<file path="config.mk">
export PLATFORM = sky130hd
export DESIGN_NAME = ball_ctl_flat
export DESIGN_NICKNAME = d
export VERILOG_FILES = /design/src/rtl/ball_ctl_if.sv /design/src/rtl/ball_ctl.sv /design/src/flat_wrapper.sv
export SDC_FILE = /design/constraint.sdc
export NUM_CORES = 1
export LEC_CHECK = 0
export CELL_PAD_IN_SITES_DETAIL_PLACEMENT = 2
export CELL_PAD_IN_SITES_GLOBAL_PLACEMENT = 2
export CORE_MARGIN = 2
export CORE_UTILIZATION = 33
export DETAILED_ROUTE_END_ITERATION = 8
export PLACE_DENSITY = 0.88
export SETUP_SLACK_MARGIN = 0.4
export SLEW_MARGIN = 40
export SYNTH_ARGS = -nofsm -noshare
export SYNTH_HDL_FRONTEND = slang
export SYNTH_SLANG_ARGS = --single-unit
</file>
<file path="constraint.sdc">
create_clock -name clk -period 4.5 [get_ports clk]
set_input_delay 1.125 -clock clk [delete_from_list [all_inputs] [get_ports clk]]
set_output_delay 1.125 -clock clk [all_outputs]
set_load 0.02 [all_outputs]
</file>
<file path="src/rtl/ball_ctl_if.sv">
// Signal bundle between the pong sequencer, its frame/pad sources and the renderer.
interface ball_ctl_if;
   logic        frame_tick;
   logic        start;
   logic [9:0]  y_pad_left;
   logic [9:0]  y_pad_right;
   logic [10:0] x_ball;
   logic [9:0]  y_ball;
   logic [3:0]  score_left;
   logic [3:0]  score_right;
   logic        point_left;
   logic        point_right;
   logic        game_over;

   modport master (
      output frame_tick, start, y_pad_left, y_pad_right,
      input  x_ball, y_ball, score_left, score_right, point_left, point_right, game_over
   );

   modport slave (
      input  frame_tick, start, y_pad_left, y_pad_right,
      output x_ball, y_ball, score_left, score_right, point_left, point_right, game_over
   );
endinterface

</file>
<file path="src/rtl/ball_ctl.sv">
// Pong game sequencer: advances the ball once per frame tick, bounces it off walls and pads,
// detects misses, keeps score and runs the serve / play / game-over sequence.
module ball_ctl #(
   parameter int unsigned H_FIELD      = 1024,
   parameter int unsigned V_FIELD      = 768,
   parameter int unsigned BALL_SIZE    = 15,
   parameter int unsigned PAD_HEIGHT   = 145,
   parameter int unsigned PAD_WIDTH    = 15,
   parameter int unsigned X_PAD_LEFT   = 30,
   parameter int unsigned X_PAD_RIGHT  = 979,
   parameter int unsigned SPEED        = 4,
   parameter int unsigned SERVE_FRAMES = 60,
   parameter int unsigned WIN_SCORE    = 9
) (
   input  logic      clk,
   input  logic      rst,
   ball_ctl_if.slave bus
);

   localparam logic [11:0] XC  = 12'((H_FIELD - BALL_SIZE) / 2);
   localparam logic [11:0] YC  = 12'((V_FIELD - BALL_SIZE) / 2);
   localparam logic [11:0] LF  = 12'(X_PAD_LEFT + PAD_WIDTH);
   localparam logic [11:0] XR  = 12'(X_PAD_RIGHT);
   localparam logic [11:0] SP  = 12'(SPEED);
   localparam logic [11:0] BS  = 12'(BALL_SIZE);
   localparam logic [11:0] PH  = 12'(PAD_HEIGHT);
   localparam logic [11:0] HM  = 12'(H_FIELD - 1);
   localparam logic [11:0] VM  = 12'(V_FIELD - 1);
   localparam logic [3:0]  WIN = 4'(WIN_SCORE);
   localparam int unsigned CntW = $clog2(SERVE_FRAMES + 2);
   localparam logic [CntW-1:0] ServeN = CntW'(SERVE_FRAMES);

   typedef enum logic [2:0] {StIdle, StServe, StPlay, StScored, StGameOver} state_e;

   state_e          state_q, state_d;
   logic [10:0]     x_q, x_d;
   logic [9:0]      y_q, y_d;
   logic            dir_x_q, dir_x_d;  // 1 = right
   logic            dir_y_q, dir_y_d;  // 1 = down
   logic [3:0]      score_l_q, score_l_d, score_r_q, score_r_d;
   logic            point_l_q, point_l_d, point_r_q, point_r_d;
   logic            game_over_q, game_over_d;
   logic            scorer_r_q, scorer_r_d;
   logic [CntW-1:0] cnt_q, cnt_d;

   logic [11:0] x12, y12, pl12, pr12, x_nxt, y_nxt;
   logic        ovl_l, ovl_r, dir_x_nxt, dir_y_nxt, miss, right_scores;

   assign x12   = {1'b0, x_q};
   assign y12   = {2'b00, y_q};
   assign pl12  = {2'b00, bus.y_pad_left};
   assign pr12  = {2'b00, bus.y_pad_right};
   assign ovl_l = (y12 + BS >= pl12) && (y12 <= pl12 + PH);
   assign ovl_r = (y12 + BS >= pr12) && (y12 <= pr12 + PH);

   // Candidate move for one frame; applied only by PLAY on a tick without a miss.
   always_comb begin
      y_nxt        = y12;
      dir_y_nxt    = dir_y_q;
      x_nxt        = x12;
      dir_x_nxt    = dir_x_q;
      miss         = 1'b0;
      right_scores = 1'b0;
      if (!dir_y_q) begin
         if (y12 <= SP) begin
            y_nxt     = '0;
            dir_y_nxt = 1'b1;
         end else begin
            y_nxt = y12 - SP;
         end
      end else if (y12 + BS + SP >= VM) begin
         y_nxt     = VM - BS;
         dir_y_nxt = 1'b0;
      end else begin
         y_nxt = y12 + SP;
      end
      if (!dir_x_q) begin
         if (x12 > LF && x12 <= LF + SP && ovl_l) begin
            x_nxt     = LF + 12'd1;
            dir_x_nxt = 1'b1;
         end else if (x12 <= SP) begin
            miss         = 1'b1;
            right_scores = 1'b1;
         end else begin
            x_nxt = x12 - SP;
         end
      end else begin
         if (x12 + BS < XR && x12 + BS + SP >= XR && ovl_r) begin
            x_nxt     = XR - 12'd1 - BS;
            dir_x_nxt = 1'b0;
         end else if (x12 + BS + SP >= HM) begin
            miss = 1'b1;
         end else begin
            x_nxt = x12 + SP;
         end
      end
   end

   always_comb begin
      state_d    = state_q;
      x_d        = x_q;
      y_d        = y_q;
      dir_x_d    = dir_x_q;
      dir_y_d    = dir_y_q;
      score_l_d  = score_l_q;
      score_r_d  = score_r_q;
      point_l_d  = 1'b0;
      point_r_d  = 1'b0;
      scorer_r_d = scorer_r_q;
      cnt_d      = cnt_q;
      unique case (state_q)
         StIdle: begin
            x_d = XC[10:0];
            y_d = YC[9:0];
            if (bus.start) begin
               score_l_d = '0;
               score_r_d = '0;
               cnt_d     = '0;
               state_d   = StServe;
            end
         end
         StServe: begin
            x_d = XC[10:0];
            y_d = YC[9:0];
            if (cnt_q == ServeN) begin
               cnt_d   = '0;
               state_d = StPlay;
            end else if (bus.frame_tick) begin
               cnt_d = cnt_q + CntW'(1);
            end
         end
         StPlay: begin
            if (bus.frame_tick) begin
               if (miss) begin
                  // Score and pulse land together so both are visible during StScored.
                  scorer_r_d = right_scores;
                  state_d    = StScored;
                  if (right_scores) begin
                     point_r_d = 1'b1;
                     score_r_d = (score_r_q == WIN) ? score_r_q : score_r_q + 4'd1;
                  end else begin
                     point_l_d = 1'b1;
                     score_l_d = (score_l_q == WIN) ? score_l_q : score_l_q + 4'd1;
                  end
               end else begin
                  x_d     = x_nxt[10:0];
                  y_d     = y_nxt[9:0];
                  dir_x_d = dir_x_nxt;
                  dir_y_d = dir_y_nxt;
               end
            end
         end
         StScored: begin
            x_d     = XC[10:0];
            y_d     = YC[9:0];
            dir_x_d = ~scorer_r_q;
            state_d = (((scorer_r_q) ? score_r_q : score_l_q) == WIN) ? StGameOver : StServe;
         end
         StGameOver: begin
            x_d = XC[10:0];
            y_d = YC[9:0];
            if (bus.start) begin
               score_l_d = '0;
               score_r_d = '0;
               cnt_d     = '0;
               state_d   = StServe;
            end
         end
         default: state_d = StIdle;
      endcase
      game_over_d = (state_d == StGameOver);
   end

   always_ff @(posedge clk or posedge rst) begin
      if (rst) begin
         state_q     <= StIdle;
         x_q         <= XC[10:0];
         y_q         <= YC[9:0];
         dir_x_q     <= 1'b1;
         dir_y_q     <= 1'b1;
         score_l_q   <= '0;
         score_r_q   <= '0;
         point_l_q   <= 1'b0;
         point_r_q   <= 1'b0;
         game_over_q <= 1'b0;
         scorer_r_q  <= 1'b0;
         cnt_q       <= '0;
      end else begin
         state_q     <= state_d;
         x_q         <= x_d;
         y_q         <= y_d;
         dir_x_q     <= dir_x_d;
         dir_y_q     <= dir_y_d;
         score_l_q   <= score_l_d;
         score_r_q   <= score_r_d;
         point_l_q   <= point_l_d;
         point_r_q   <= point_r_d;
         game_over_q <= game_over_d;
         scorer_r_q  <= scorer_r_d;
         cnt_q       <= cnt_d;
      end
   end

   assign bus.x_ball      = x_q;
   assign bus.y_ball      = y_q;
   assign bus.score_left  = score_l_q;
   assign bus.score_right = score_r_q;
   assign bus.point_left  = point_l_q;
   assign bus.point_right = point_r_q;
   assign bus.game_over   = game_over_q;

endmodule

</file>
<file path="src/flat_wrapper.sv">
// flat-port wrapper written by rule: the top's interface ports become plain ports
module ball_ctl_flat 
#(
   parameter int unsigned H_FIELD      = 1024,
   parameter int unsigned V_FIELD      = 768,
   parameter int unsigned BALL_SIZE    = 15,
   parameter int unsigned PAD_HEIGHT   = 145,
   parameter int unsigned PAD_WIDTH    = 15,
   parameter int unsigned X_PAD_LEFT   = 30,
   parameter int unsigned X_PAD_RIGHT  = 979,
   parameter int unsigned SPEED        = 4,
   parameter int unsigned SERVE_FRAMES = 60,
   parameter int unsigned WIN_SCORE    = 9
)
  (clk, rst, bus_frame_tick, bus_start, bus_y_pad_left, bus_y_pad_right, bus_x_ball, bus_y_ball, bus_score_left, bus_score_right, bus_point_left, bus_point_right, bus_game_over);
  ball_ctl_if bus_i ();
  input  logic clk;
  input  logic rst;
  input wire logic [$bits(bus_i.frame_tick)-1:0] bus_frame_tick;
  input wire logic [$bits(bus_i.start)-1:0] bus_start;
  input wire logic [$bits(bus_i.y_pad_left)-1:0] bus_y_pad_left;
  input wire logic [$bits(bus_i.y_pad_right)-1:0] bus_y_pad_right;
  output wire logic [$bits(bus_i.x_ball)-1:0] bus_x_ball;
  output wire logic [$bits(bus_i.y_ball)-1:0] bus_y_ball;
  output wire logic [$bits(bus_i.score_left)-1:0] bus_score_left;
  output wire logic [$bits(bus_i.score_right)-1:0] bus_score_right;
  output wire logic [$bits(bus_i.point_left)-1:0] bus_point_left;
  output wire logic [$bits(bus_i.point_right)-1:0] bus_point_right;
  output wire logic [$bits(bus_i.game_over)-1:0] bus_game_over;
  assign bus_i.frame_tick = bus_frame_tick;
  assign bus_i.start = bus_start;
  assign bus_i.y_pad_left = bus_y_pad_left;
  assign bus_i.y_pad_right = bus_y_pad_right;
  assign bus_x_ball = bus_i.x_ball;
  assign bus_y_ball = bus_i.y_ball;
  assign bus_score_left = bus_i.score_left;
  assign bus_score_right = bus_i.score_right;
  assign bus_point_left = bus_i.point_left;
  assign bus_point_right = bus_i.point_right;
  assign bus_game_over = bus_i.game_over;
  ball_ctl #(.H_FIELD(H_FIELD), .V_FIELD(V_FIELD), .BALL_SIZE(BALL_SIZE), .PAD_HEIGHT(PAD_HEIGHT), .PAD_WIDTH(PAD_WIDTH), .X_PAD_LEFT(X_PAD_LEFT), .X_PAD_RIGHT(X_PAD_RIGHT), .SPEED(SPEED), .SERVE_FRAMES(SERVE_FRAMES), .WIN_SCORE(WIN_SCORE)) u_core (.clk(clk), .rst(rst), .bus(bus_i));
endmodule
</file>
==> flow_metrics.py, run 1 <==
metrics = {
    "routing": {
        "post-route-drc-count": 0,
        "vias": 5035,
        "wirelength_um": 19400,
        "ant_nets": 0,
        "wl_per_cell_um": 23.1,
        "vias_per_cell": 5.99,
        "drt_iter0_drc": 237,
        "first_pass_iters": 4,
    },
    "setup_path": {
        "path_delay_family": "compound AO/OA/AOI/OAI gates",
        "critPathCaptureType": "flop",
        "crit_path_start_kind": "primary input",
        "critical_path.slowest_cell": "clkdlybuf4s50_1",
        "crit_arrival_ns": 4.27,
        "r2r_cells": 12,
        "cp_max_fo": 6,
        "slowest_delay_ns": 0.55,
        "critPathKind": "primary input to flop",
        "critPathBufInv": 3,
        "path_depth": 16,
        "worst_ep_required_time_ns": 4.68,
        "path_cells": "clkdlybuf4s50_1 > inv_1 > o21a_4 > nor2_4 > o21ai_1 > xnor2_1 > ha_1 > o21a_1 > nor2_1 > a311o_1 > a21oi_2 > a2111o_1 > a21oi_4 > buf_4 > o31a_1 > o22a_1",
    },
    "hold_path": {
        "min_path_cells": 1,
        "hp-class": "flop to flop",
    },
    "clock_network": {
        "cts_made_buffers": 5,
        "clk_latency_ns": 0.29,
        "root_buffer": "clkbuf_16",
        "cts_tree": "built",
        "clock-sinks": 42,
        "clockBufferDepth": 2,
        "htreeDepth": 2,
        "hold_buffers": 0,
        "clk_pin_slew_ns": 0.07,
    },
    "die": {
        "core_region_area_um2": 13900,
        "die_h_um": 123,
        "start_util_pct": 33.7,
        "dieArea_um2": 15100,
        "rows": 43,
        "io_pins": 56,
        "die_x_um": 123,
    },
    "pwr": {
        "finalPower_mw": 1.12,
        "p_comb_share_pct": 23.4,
        "power_switching_mw": 0.347,
        "irDropWorstVdd_uv": 180,
        "p_leak_nw": 2.48,
        "powerDensity_nw_per_um2": 193,
        "internal_power_mw": 0.776,
        "p_seq_share_pct": 38.9,
        "clkPwrFrac_pct": 37.7,
        "p_sw_share_pct": 30.9,
    },
    "sta": {
        "clock.fmax_mhz": 244,
        "setup_violations": 0,
        "worst_slew_pin_slew_ns": 0.819,
        "fin_worst_skew_ns": 0.00546,
        "period_needed_ns": 4.09,
        "fin_ws_ns": 0.406,
        "final-max-slew-violation-count": 0,
        "finalHoldViolations": 0,
        "finalCritPeriodShare_pct": 91.0,
        "slew_headroom_pct": 45.0,
        "rsz0062_at_grt": "true",
        "setup_tns_ns": 0,
    },
    "logic_synthesis": {
        "yosys_register_bits": 42,
        "ys.flop_type": "dfrtp_1",
        "synth_seq_area_share_pct": 22.8,
        "async_flop_share_pct": 100,
        "netlist_area_um2": 4670,
        "yosysUniqueCellTypes": 75,
        "synthCells": 597,
        "synth-edff-count": 0,
        "synth.avg_cell_area_um2": 7.83,
        "yosysWarnings": 0,
    },
    "run": {
        "drv_cap": 0,
    },
    "global_route": {
        "grt_pass1_wl_um": 29100,
        "grt_pass1_vias": 5561,
        "grt_start_max_net_pins": 27,
        "grtUsageTotal_pct": 24.4,
        "antenna_found_initial": 0,
        "grt_overflow_total": 0,
    },
    "finish": {
        "area_delta_synth_final_pct": 24.1,
        "seq_area_um2": 1070,
        "fill_cells": 1564,
        "finalCoreUtilization_pct": 41.8,
        "multi_input_area_um2": 3450,
        "drive_gt1_share_pct": 14.5,
        "nets": 732,
        "fin_area_um2": 5800,
        "antennaDiodeCount": 0,
    },
    "place": {
        "port-buffer-count": 53,
        "post-place-ws_ns": -0.374,
        "placed_area_um2": 5490,
        "hpwlAfterDp_um": 13300,
        "place_congestion": 0.864,
    },
    "outcome": {
        "status": "completed",
    },
}
cells by family after synthesis:
| family | after synthesis | share of synthesized area [%] |
|---|---|---|
| muxes | 5 | 1.10 |
| xor gates and xnor gates | 43 | 8.06 |
| and+or+nand+nor | 215 | 23.1 |
| adders and majority gates | 49 | 13.1 |
| other | 1 | 0.0802 |
| buffers and inverters | 70 | 6.18 |
| DFF | 42 | 22.8 |
| AOI/OAI and AO/OA | 172 | 25.5 |
cells in the mapped netlist (all sizes together) (5+ instances only):
master	count	area share [%]
nor2	53	4.3
ha	49	13
nand2	48	3.9
o21ai	47	5.1
inv	40	3.2
a21oi	32	3.5
dfrtp	29	16
nand3	29	3.2
xnor2	28	5.2
nor3	18	1.9
clkbuf	17	1.4
nand4	15	2.0
xor2	15	2.8
dfstp	13	7.3
buf	12	1.5
a31oi	9	1.2
a211oi	8	1.3
nor2b	8	1.1
o21a	8	1.3
o31ai	8	1.3
and2	7	0.94
nor4	7	1.1
o211ai	7	1.1
nand2b	6	0.80
or2	5	0.67
timing repair:
item / 4_1_cts / 5_1_grt
pin swaps: 13 / 15
endpoints found under the setup margin: 9 / 10
gates resized for setup: 31 / 25
buffers inserted: 2 / 2
area by class of cell:
type / count / share of cell area, %
Tap cell: 180 / 3.88
Timing Repair Buffer: 83 / 12.8
Clock buffer: 6 / 2.22
Inverter: 41 / 2.65
Multi-Input combinational cell: 486 / 59.4
Sequential cell: 42 / 18.4
Clock inverter: 2 / 0.647
placed cells by master (no fill, tap or decap), types with 8 or more instances in the layout:
cell / synthesis / final
o31ai_1: 8 / 8
nor2_1: 53 / 52
buf_4: 3 / 30
nand4_1: 15 / 15
nor2b_1: 8 / 8
a21oi_1: 31 / 30
nand3_1: 28 / 26
a31oi_1: 9 / 8
xnor2_1: 28 / 28
xor2_1: 15 / 15
o21ai_0: 46 / 41
nor3_1: 18 / 17
ha_1: 49 / 46
nand2_1: 48 / 47
dfrtp_1: 29 / 29
dfstp_2: 13 / 13
clkdlybuf4s50_1: 0 / 41
inv_1: 40 / 35
metal layers:
layer / vias up / routed length [um] / track usage (%)
met5: - / 0 / 0
met3: 41 / 757 / 2.72
met2: 130 / 9800 / 44.9
met4: 0 / 546 / 6.96
met1: 2567 / 8280 / 29.8
li1: 2297 / - / -
worst paths after layout:
kind / startpoint / end / slack [ns]
max in group asynchronous: rst / u_core.bus.x_ball[8]$_DFFE_PP1P_ / 2.62
min in group asynchronous: rst / u_core.cnt_q[5]$_DFFE_PP0P_ / 1.23
max reg2reg: u_core.bus.y_ball[4]$_DFFE_PP1P_ / u_core.bus.x_ball[9]$_DFFE_PP0P_ / 0.44
max: bus_y_pad_right[4] / u_core.bus.x_ball[9]$_DFFE_PP0P_ / 0.41
min: u_core.scorer_r_q$_DFFE_PP0P_ / u_core.dir_x_q$_DFFE_PP1P_ / 0.51
min reg2reg: u_core.scorer_r_q$_DFFE_PP0P_ / u_core.dir_x_q$_DFFE_PP1P_ / 0.51
power by group through the flow:
stage | Clock (mW) | Sequential (mW) | Combinational, mW
after floorplan | 0 | 0.425 | 0.145
after global placement | 0 | 0.439 | 0.203
after detailed placement | 0 | 0.442 | 0.230
after CTS | 0.430 | 0.436 | 0.244
after global routing | 0.446 | 0.442 | 0.287
final | 0.423 | 0.437 | 0.262
metrics by stage:
stage / instances / hold slack, ns
final: 840 / 0.512
after global routing: 840 / 0.525
after CTS: 838 / 0.511
after detailed placement: 828 / 0.485
after global placement: 828 / 0.484
after floorplan: 598 / 0.427
worst reg2reg max path, stage by stage (launching register included):
cell and delay, ns:
dfstp_2 0.85, nand4_1 0.41, o21a_1 0.33, or2_2 0.35, ha_1 0.32, o21ai_0 0.15
a21oi_1 0.09, nor4_1 0.49, a2111o_1 0.25, a21oi_4 0.07, buf_4 0.17, o31a_1 0.29
o22a_1 0.18
flip-flops by register name, summed over array words and instances, names as in the netlist, 3 cells and up:
| register | count |
|---|---|
| u_core.bus.y_ball | 8 |
| u_core.bus.score_left | 4 |
| u_core.bus.x_ball | 11 |
| u_core.bus.score_right | 4 |
| u_core.cnt_q | 6 |
| u_core.state_q | 3 |
Note: power is estimated with default switching activity, not from simulation.
==> run 2: changes to the inputs <==
- CAP_MARGIN: default -> 20
- MAX_ROUTING_LAYER: default -> met4
==> flow_metrics.py, run 2 (synthesis gave the netlist of run 1 again) <==
metrics = {
    "routing": {
        "wl_per_cell_um": 23.1,
        "ant_nets": 0,
        "drt_iter0_drc": 280,
        "vias": 5051,
        "post-route-drc-count": 0,
        "wirelength_um": 19400,
        "vias_per_cell": 6.01,
        "first_pass_iters": 4,
    },
    "setup_path": {
        "crit_path_start_kind": "primary input",
        "path_cells": "clkdlybuf4s50_1 > inv_1 > o21a_4 > nor2_4 > o21ai_1 > xnor2_1 > ha_1 > o21a_1 > nor2_1 > a311o_1 > a21oi_2 > a2111o_1 > a21oi_4 > buf_4 > o31a_1 > o22a_1",
        "worst_ep_required_time_ns": 4.68,
        "crit_arrival_ns": 4.26,
        "critPathKind": "primary input to flop",
        "slowest_delay_ns": 0.56,
        "cp_max_fo": 6,
        "critical_path.slowest_cell": "clkdlybuf4s50_1",
        "critPathCaptureType": "flop",
    },
    "clock_network": {
        "clk_pin_slew_ns": 0.07,
        "root_buffer": "clkbuf_16",
        "clock-sinks": 42,
        "cts_tree": "built",
        "clockBufferDepth": 2,
        "htreeDepth": 2,
        "clk_latency_ns": 0.29,
        "cts_made_buffers": 5,
        "hold_buffers": 0,
    },
    "finish": {
        "fill_cells": 1563,
        "drive_gt1_share_pct": 14.7,
        "antennaDiodeCount": 0,
        "final_common_cell": "nor2_1",
        "area_delta_synth_final_pct": 24.2,
        "finalCoreUtilization_pct": 41.8,
        "largest_register_ffs": 11,
        "nets": 732,
        "layout_common_cells": "nor2_1 (52), nand2_1 (47), ha_1 (46), o21ai_0 (41), clkdlybuf4s50_1 (41)",
        "fin_area_um2": 5810,
    },
    "sta": {
        "worst_slew_pin_slew_ns": 0.733,
        "period_needed_ns": 4.09,
        "fin_ws_ns": 0.414,
        "finalHoldViolations": 0,
        "slew_headroom_pct": 51.0,
        "rsz0062_at_grt": "true",
        "clock.fmax_mhz": 245,
        "final-max-slew-violation-count": 0,
        "setup_violations": 0,
        "finalCritPeriodShare_pct": 90.8,
        "fin_worst_skew_ns": 0.00558,
        "whs_ns": 0.502,
    },
    "die": {
        "die_h_um": 123,
        "die_x_um": 123,
        "io_pins": 56,
        "rows": 43,
        "dieArea_um2": 15100,
        "start_util_pct": 33.7,
        "core_region_area_um2": 13900,
    },
    "global_route": {
        "grtUsageTotal_pct": 25.1,
        "grt_pass1_wl_um": 29200,
        "grt_overflow_total": 0,
        "grt_pass1_vias": 5559,
        "antenna_found_initial": 0,
        "grt_start_max_net_pins": 27,
    },
    "place": {
        "place_congestion": 0.878,
        "port-buffer-count": 53,
        "placed_area_um2": 5490,
        "hpwlAfterDp_um": 13300,
        "post-place-ws_ns": -0.374,
    },
    "pwr": {
        "powerDensity_nw_per_um2": 193,
        "p_leak_nw": 2.48,
        "irDropWorstVdd_uv": 180,
    },
    "outcome": {
        "status": "completed",
    },
    "run": {
        "drv_cap": 0,
    },
    "hold_path": {
        "hp-class": "flop to flop",
    },
}
==> run 2: cell counts in the layout (fill, tap and decap cells not counted) <==
No cell type changed its count.
==> run 2: layout make-up <==
type	count	area (um^2)	share of cell area [%]
Clock buffer	6	129	2.22
Timing Repair Buffer	83	741	12.8
Tap cell	180	225	3.88
Inverter	41	154	2.65
Multi-Input combinational cell	486	3450	59.5
Clock inverter	2	37.5	0.646
Sequential cell	42	1070	18.4
==> run 2: stage by stage <==
stage / power [mW] / instances / setup TNS (ns)
3_5_place_dp: 0.672 / 828 / -1.98
2_1_floorplan: 0.570 / 598 / 0
4_1_cts: 1.11 / 838 / 0
6_report: 1.12 / 840 / 0
5_1_grt: 1.17 / 840 / 0
3_3_place_gp: 0.642 / 828 / -0.146
==> run 2: worst max-delay path: cells and delay by family <==
family,cells,cell delay [ns]
AOI/OAI and AO/OA,9,1.58
buffers and inverters,3,0.85
adders and majority gates,1,0.35
and+or+nand+nor,2,0.20
xor gates and xnor gates,1,0.15
==> run 2: path summary, 6_finish.rpt <==
kind / startpoint / to / slack (ns) / cells after the start
min: u_core.scorer_r_q$_DFFE_PP0P_ / u_core.dir_x_q$_DFFE_PP1P_ / 0.50 / 1
max in group asynchronous: rst / u_core.bus.x_ball[7]$_DFFE_PP1P_ / 2.62 / 3
min in group asynchronous: rst / u_core.cnt_q[5]$_DFFE_PP0P_ / 1.23 / 2
min reg2reg: u_core.scorer_r_q$_DFFE_PP0P_ / u_core.dir_x_q$_DFFE_PP1P_ / 0.50 / 1
max reg2reg: u_core.bus.y_ball[4]$_DFFE_PP1P_ / u_core.bus.x_ball[9]$_DFFE_PP0P_ / 0.43 / 12
max: bus_y_pad_right[4] / u_core.bus.x_ball[9]$_DFFE_PP0P_ / 0.41 / 16
==> run 2: layer usage <==
metal / share of wire (%) / track usage (%) / vias up
met3: 3.7 / 2.68 / 41
met5: 0 / - / -
met1: 43 / 29.9 / 2586
met2: 51 / 44.8 / 131
met4: 2.7 / 6.96 / 0
li1: - / - / 2293
==> run 2: repair_timing <==
action / 4_1_cts / 5_1_grt
resized for setup: 31 / 25
endpoints found under the setup margin: 9 / 10
setup buffers: 2 / 2
pin swaps: 13 / 15
==> run 2: report_power, final <==
group	switching (mW)	internal [mW]
clock network	0.162	0.262
registers	0.0359	0.401
logic	0.150	0.112
total	0.347	0.775
==> run 3: changes to the inputs <==
- RECOVER_POWER: default -> 25
==> flow_metrics.py, run 3 (synthesis gave the netlist of run 1 again) <==
metrics = {
    "routing": {
        "post-route-drc-count": 0,
        "vias": 5056,
        "ant_nets": 0,
        "first_pass_iters": 4,
        "drt_iter0_drc": 279,
        "wl_per_cell_um": 23.1,
        "vias_per_cell": 6.02,
        "wirelength_um": 19400,
    },
    "finish": {
        "antennaDiodeCount": 0,
        "nets": 732,
        "final_common_cell": "nor2_1",
        "area_delta_synth_final_pct": 24.1,
        "drive_gt1_share_pct": 14.4,
        "largest_register_ffs": 11,
        "layout_common_cells": "nor2_1 (52), nand2_1 (47), ha_1 (46), o21ai_0 (41), clkdlybuf4s50_1 (39)",
    },
    "clock_network": {
        "htreeDepth": 2,
        "cts_made_buffers": 5,
        "clk_pin_slew_ns": 0.07,
        "root_buffer": "clkbuf_16",
        "clk_latency_ns": 0.29,
        "clock-sinks": 42,
        "clockBufferDepth": 2,
        "cts_tree": "built",
    },
    "global_route": {
        "grt_pass1_vias": 5559,
        "grt_start_max_net_pins": 27,
        "antenna_found_initial": 0,
        "grtUsageTotal_pct": 25.1,
        "grt_overflow_total": 0,
        "grt_pass1_wl_um": 29200,
    },
    "sta": {
        "rsz0062_at_grt": "true",
        "fin_ws_ns": 0.413,
        "setup_tns_ns": 0,
        "finalHoldViolations": 0,
        "slew_headroom_pct": 24.9,
        "whs_ns": 0.502,
        "fin_worst_skew_ns": 0.00540,
        "final-max-slew-violation-count": 0,
        "finalCritPeriodShare_pct": 90.8,
        "clock.fmax_mhz": 245,
        "period_needed_ns": 4.09,
        "setup_violations": 0,
        "worst_slew_pin_slew_ns": 1.13,
    },
    "die": {
        "dieArea_um2": 15100,
        "rows": 43,
        "die_h_um": 123,
        "io_pins": 56,
        "start_util_pct": 33.7,
        "die_x_um": 123,
        "core_region_area_um2": 13900,
    },
    "setup_path": {
        "reg2reg_from": "u_core.bus.y_ball[4]$_DFFE_PP1P_",
        "critical_path.startpoint": "bus_y_pad_right[4]",
        "critPathCaptureType": "flop",
        "crit_arrival_ns": 4.27,
        "crit_path_start_kind": "primary input",
        "critPathKind": "primary input to flop",
        "r2r_slack_ns": 0.44,
        "cp_max_fo": 6,
        "worst_ep_required_time_ns": 4.68,
    },
    "pwr": {
        "p_leak_nw": 2.48,
        "irDropWorstVdd_uv": 181,
        "powerDensity_nw_per_um2": 193,
    },
    "place": {
        "place_congestion": 0.878,
        "port-buffer-count": 53,
        "post-place-ws_ns": -0.374,
        "hpwlAfterDp_um": 13300,
    },
    "hold_path": {
        "hp-class": "flop to flop",
        "min-delay-start": "u_core.scorer_r_q$_DFFE_PP0P_",
    },
    "run": {
        "drv_cap": 0,
    },
    "outcome": {
        "status": "completed",
    },
}
## run 3: changes by cell type in the layout (fill, tap and decap cells not counted), sizes merged
cell           change
clkdlybuf4s50      -2
dlygate4sd3        +2
buf                -1
clkbuf             +1
## run 3: critical path, cell delays in order
cell and delay (ns):
clkdlybuf4s50_1 0.56, inv_1 0.12, o21a_4 0.15, nor2_4 0.14
o21ai_1 0.10, xnor2_1 0.15, ha_1 0.35, o21a_1 0.16
nor2_1 0.06, a311o_1 0.33, a21oi_2 0.13, a2111o_1 0.17
a21oi_4 0.07, buf_4 0.17, o31a_1 0.29, o22a_1 0.18
## run 3: worst paths after layout
path | to | cells after the start
max in group asynchronous | u_core.bus.x_ball[7]$_DFFE_PP1P_ | 3
min in group asynchronous | u_core.cnt_q[5]$_DFFE_PP0P_ | 2
min reg2reg | u_core.dir_x_q$_DFFE_PP1P_ | 1
max | u_core.bus.x_ball[9]$_DFFE_PP0P_ | 16
max reg2reg | u_core.bus.x_ball[9]$_DFFE_PP0P_ | 12
min | u_core.dir_x_q$_DFFE_PP1P_ | 1
## run 3: cell type report
type / instances / area (um^2)
Clock inverter: 2 / 37.5
Tap cell: 180 / 225
Sequential cell: 42 / 1070
Fill cell: 1562 / 8080
Inverter: 41 / 154
Multi-Input combinational cell: 486 / 3450
Clock buffer: 6 / 129
Timing Repair Buffer: 83 / 737
## run 3: stage by stage
stage	std cells	util [%]	instance area, um^2	power [mW]
after global placement	828	39.6	5490	0.642
after floorplan	598	-	4680	0.570
after global routing	840	41.8	5800	1.17
after CTS	838	41.3	5730	1.11
final	840	41.8	5800	1.12
after detailed placement	828	39.6	5490	0.672
## run 3: where the power goes
part | internal, mW | switching (mW)
logic | 0.111 | 0.150
clock network | 0.262 | 0.161
registers | 0.401 | 0.0359
total | 0.775 | 0.347
## run 3: repair_timing
item | in CTS | in global routing
hold buffers | 0 | 0
resized for setup | 31 | 25
setup buffers | 2 | 2
endpoints found under the setup margin | 9 | 10
pin swaps | 13 | 15
endpoints found under the hold margin | 0 | 0
## run 3: layer usage
metal	part of all wire, %	track usage [%]
met1	44	29.9
met2	50	44.8
met3	3.3	2.68
met4	2.7	6.96
met5	0	-
